File: src/rtl/tick_divider_bank.sv
// tick_divider_bank: bank of programmable clock-enable (tick) generators with shadowed divisors.
// Define SQUARE_OUT_EN to implement the per-channel square-wave outputs (sq); otherwise sq is tied low.
module tick_divider_bank #(
    parameter int NUM_CH  = 4,
    parameter int CNT_W   = 27,
    parameter int DEF_DIV = 40000000,
    parameter int CH_W    = (NUM_CH > 1) ? $clog2(NUM_CH) : 1
) (
    input  logic              clk,
    input  logic              rst_n,
    input  logic              en,
    input  logic              sync_clr,
    input  logic              cfg_we,
    input  logic [CH_W-1:0]   cfg_ch,
    input  logic [CNT_W-1:0]  cfg_div,
    output logic              cfg_err,
    output logic [NUM_CH-1:0] cfg_pend,
    output logic [NUM_CH-1:0] tick,
    output logic [NUM_CH-1:0] sq
);
    always_ff @(posedge clk or negedge rst_n)
        if (!rst_n) cfg_err <= 1'b0;
        else cfg_err <= cfg_we && (int'(cfg_ch) >= NUM_CH);

    for (genvar i = 0; i < NUM_CH; i++) begin : g_ch
        logic [CNT_W-1:0] cnt, div, shadow;
        logic wr, run, wrap, apply, t, p;
        assign wr    = cfg_we && (int'(cfg_ch) == i);
        assign run   = en && (div != '0);
        assign wrap  = run && (cnt == div - CNT_W'(1));
        // a disabled channel never wraps, so a pending divisor is taken on the next edge
        assign apply = p && ((div == '0) || wrap);
        assign tick[i]     = t;
        assign cfg_pend[i] = p;

        always_ff @(posedge clk or negedge rst_n)
            if (!rst_n) begin
                cnt    <= '0;
                div    <= CNT_W'(DEF_DIV);
                shadow <= CNT_W'(DEF_DIV);
                t      <= 1'b0;
                p      <= 1'b0;
            end else begin
                cnt <= (sync_clr || wrap) ? '0 : (run ? cnt + CNT_W'(1) : cnt);
                t   <= !sync_clr && wrap;
                if (sync_clr ? p : apply) div <= shadow;
                if (wr) shadow <= cfg_div;
                p   <= wr || (p && !(sync_clr || apply));
            end

`ifdef SQUARE_OUT_EN
        logic s;
        always_ff @(posedge clk or negedge rst_n)
            if (!rst_n) s <= 1'b0;
            else if (sync_clr) s <= 1'b0;
            else if (wrap) s <= ~s;
        assign sq[i] = s;
`else
        assign sq[i] = 1'b0;
`endif
    end
endmodule

File: config.mk
export PLATFORM = sky130hd
export DESIGN_NAME = tick_divider_bank
export DESIGN_NICKNAME = d
export VERILOG_FILES = /design/src/rtl/tick_divider_bank.sv
export SDC_FILE = /design/constraint.sdc
export NUM_CORES = 1
export LEC_CHECK = 0
export ABC_AREA = 1
export ABC_CLOCK_PERIOD_IN_PS = 2500
export CELL_PAD_IN_SITES_DETAIL_PLACEMENT = 2
export CELL_PAD_IN_SITES_GLOBAL_PLACEMENT = 2
export CORE_MARGIN = 2
export CORE_UTILIZATION = 34
export CTS_CLUSTER_DIAMETER = 50
export DETAILED_ROUTE_END_ITERATION = 6
export HOLD_SLACK_MARGIN = 0.12
export MAX_ROUTING_LAYER = met4
export PLACE_DENSITY_LB_ADDON = 0.1
export SYNTH_ARGS = -nofsm -noshare
export SYNTH_HDL_FRONTEND = slang
export SYNTH_SLANG_ARGS = --single-unit
File: constraint.sdc
create_clock -name clk -period 2.5 [get_ports clk]
set_input_delay 0.5 -clock clk [delete_from_list [all_inputs] [get_ports clk]]
set_output_delay 0.5 -clock clk [all_outputs]
set_load 0.02 [all_outputs]
==> results.json <==
{
  "status": "finished, violations left",
  "failed_checks": "setup timing",
  "p_leak_nw": 12.54,
  "critical_path_class": "reg -> reg",
  "gp_congestion": 0.8535,
  "synth-simple-area-share": 0.3684,
  "clk_latency_ns": 0.61,
  "max_freq_ghz": 0.3621,
  "core_region_area_um2": 58690,
  "dpl_cell_area_um2": 22140,
  "multi_input_area_um2": 12070,
  "fin_area_um2": 27300,
  "ys_top_cells_by_area": "dfrtp_1 (33%), nand2_1 (15%), dfstp_2 (8.4%), nor2_1 (6.5%), inv_1 (4.9%)",
  "cts_num_sinks": 332,
  "drc": 0,
  "synth_edf_count": 0,
  "vias": 19503,
  "io_pins": 47,
  "final_nets": 2986,
  "slew_violations": 0,
  "fill_cells": 6395,
  "final_layout_size_suffix_gt1_frac": 0.3253,
  "dp_cells": 3537,
  "yosys.area_share.adder": 0.007491,
  "row_count": 89,
  "cts_buffers": 51,
  "hpwlAfterDp_um": 53940,
  "setup_violations": 128,
  "power_density_nw_per_um2": 937.4,
  "yosysTopAreaCell": "dfrtp_1",
  "synth_top_area_share": 0.3346,
  "worstPathRequired_ns": 2.99,
  "min_period_ns": 2.762,
  "grt_pass1_wl_um": 118200,
  "whs_ns": 0.3874,
  "async_flop_share": 1.000,
  "synth_compound_area_frac": 0.05300,
  "grt.overflow.total": 0,
  "synthMuxAreaShare": 0,
  "die_h_um": 246.8,
  "fin_skew_ns": 0.02179,
  "seqCellArea_um2": 8429,
  "preCtsSetupSlack_ns": -0.1897,
  "tns_ns": -14.00,
  "seq_area_frac_synth": 0.4185,
  "cts_tree": "built",
  "period_share": 1.105,
  "cp-start-kind": "flip-flop",
  "synth.avg_cell_area_um2": 7.530,
  "ys_ff_latch": 332,
  "wirelength_um": 85890,
  "synth_top_family_by_area": "simple AND/OR/NAND/NOR gates",
  "first_pass_iters": 5,
  "ys.flop_type": "dfrtp_1",
  "most-common-layout-cells": "nand2_1 (602), nor2_1 (261), inv_1 (246), dfrtp_1 (235), buf_4 (188)",
  "p_total_mw": 25.59,
  "hold_path_class": "in -> async",
  "grt_usage": 0.2554,
  "cts_root_buf": "clkbuf_16",
  "grt_antenna_before_repair": 6,
  "die_w_um": 246.8,
  "final_common_cell": "nand2_1",
  "start_util": 0.3416,
  "fin_util": 0.4652,
  "peakVddDrop_mv": 0.5403,
  "synth_area_um2": 20040,
  "wire_per_inst_um": 22.86,
  "stdcell_count": 3757,
  "area_growth_syn_to_layout_pct": 36.21,
  "vias_per_cell": 5.191,
  "dieArea_um2": 60910,
  "maxSlewHeadroom": 0.4950,
  "cts_max_level": 2,
  "portBuffers": 41,
  "hold_violations": 0,
  "worst_setup_hold_path_clk_slew_ns": 0.07,
  "synth_cell_types": 56,
  "rsz0062_at_grt": "true",
  "drt_iter0_markers": 938,
  "arrival_ns": 3.25,
  "synth_xor_xnor_area_share": 0.07403,
  "maxCapViolations": 0,
  "tightest_slew_ns": 0.7575,
  "cts_buffer_depth": 3,
  "fin_ws_ns": -0.2619,
  "yosysWarnings": 0,
  "grt_pass1_vias": 20755,
  "endpoint_kind": "flip-flop",
  "critPathMaxFanout": 7,
  "ant_nets": 0,
  "rrSetupSlack_ns": -0.26,
  "grt_max_degree": 64,
  "syn_inst": 2662
}
routing by layer:
| metal | GRT usage | routed length, um | up-vias |
|---|---|---|---|
| li1 | - | - | 8975 |
| met1 | 0.3294 | 37280 | 10068 |
| met2 | 0.4251 | 43640 | 340 |
| met3 | 0.03332 | 2905 | 120 |
| met4 | 0.06219 | 2067 | 0 |
| met5 | - | 0 | - |
kinds of logic after synthesis:
group	after synthesis
buffers and inverters	350
and+or+nand+nor	1603
adders and majority gates	12
DFF	332
other	1
AOI/OAI and AO/OA	197
xor gates and xnor gates	167
Yosys cell counts (2+ instances only):
| library cell | count |
|---|---|
| clkinv_1 | 3 |
| nor2_4 | 16 |
| xor2_1 | 107 |
| o21ai_0 | 136 |
| buf_1 | 2 |
| buf_4 | 18 |
| xnor2_1 | 58 |
| a21o_1 | 2 |
| o21ai_1 | 3 |
| nand3_2 | 69 |
| and3_1 | 6 |
| clkbuf_1 | 30 |
| a21oi_1 | 29 |
| dfrtp_1 | 268 |
| nand2_2 | 22 |
| o22ai_1 | 2 |
| nor2_2 | 28 |
| nand3_4 | 3 |
| nand4_1 | 54 |
| nand2_1 | 793 |
| and2_1 | 2 |
| inv_2 | 7 |
| buf_12 | 6 |
| nand2_4 | 5 |
| a211oi_1 | 2 |
| or2_1 | 3 |
| a31oi_1 | 2 |
| buf_8 | 3 |
| dfstp_2 | 64 |
| nor2_1 | 346 |
| ha_1 | 12 |
| nand3b_1 | 13 |
| o21bai_1 | 9 |
| nor3_1 | 61 |
| or2_2 | 6 |
| nand3_1 | 150 |
| nor3b_1 | 13 |
| inv_1 | 259 |
| o21a_1 | 4 |
| buf_2 | 16 |
| buf_6 | 5 |
| nor4_1 | 9 |
| o211ai_1 | 3 |
path summary, 6_finish.rpt:
path / start / to / depth (start not counted)
worst min register to register: g_ch[1].shadow[14] / g_ch[1].div[14] / 2
min in group clk: g_ch[1].shadow[14] / g_ch[1].div[14] / 2
worst min-delay path: rst_n / g_ch[2].cnt[23] / 2
max in group asynchronous: rst_n / g_ch[1].shadow[25] / 3
worst max-delay path: g_ch[1].div[1] / g_ch[1].div[8] / 16
worst max register to register: g_ch[1].div[1] / g_ch[1].div[8] / 16
sequential cells by signal (all words and copies together) (netlist names):
| signal | flops |
|---|---|
| g_ch.div | 108 |
| g_ch.t | 4 |
| g_ch.shadow | 108 |
| g_ch.p | 4 |
| g_ch.cnt | 108 |
worst max-delay path, stage by stage (launching register included):
cell and delay [ns]:
dfrtp_1 0.44, inv_2 0.11, ha_4 0.19, xnor2_1 0.23
xor2_1 0.25, nand2_1 0.10, nor2_1 0.15, nand2_1 0.10
nor2_1 0.17, nand2_2 0.11, nor2_4 0.13, nand2_4 0.08
nand3_4 0.11, buf_12 0.16, nand2_8 0.11, nand2_4 0.11
nand2_2 0.07
cell type report:
class | count | area share
antenna | 2 | 0.0001833
clock buffer | 64 | 0.05229
clock inverter | 31 | 0.01824
inverter | 269 | 0.03717
multi-input combinational | 1993 | 0.4422
sequential | 332 | 0.3087
tap | 773 | 0.03542
timing repair buffer | 293 | 0.1058
power by group:
part           switching [mW]  internal [mW]  total [mW]
combinational            5.93           3.82        9.75
sequential               1.19           6.36        7.55
clock                    2.99           5.30        8.30
what timing repair did:
item	CTS	global route
setup buffers	30	75
pin swaps	38	151
gates resized for setup	109	474
gates cloned	6	16
endpoints found under the setup margin	185	219
hold buffers	1	0
hold endpoints to repair	33	0
Power figures use the tool's default switching activity.
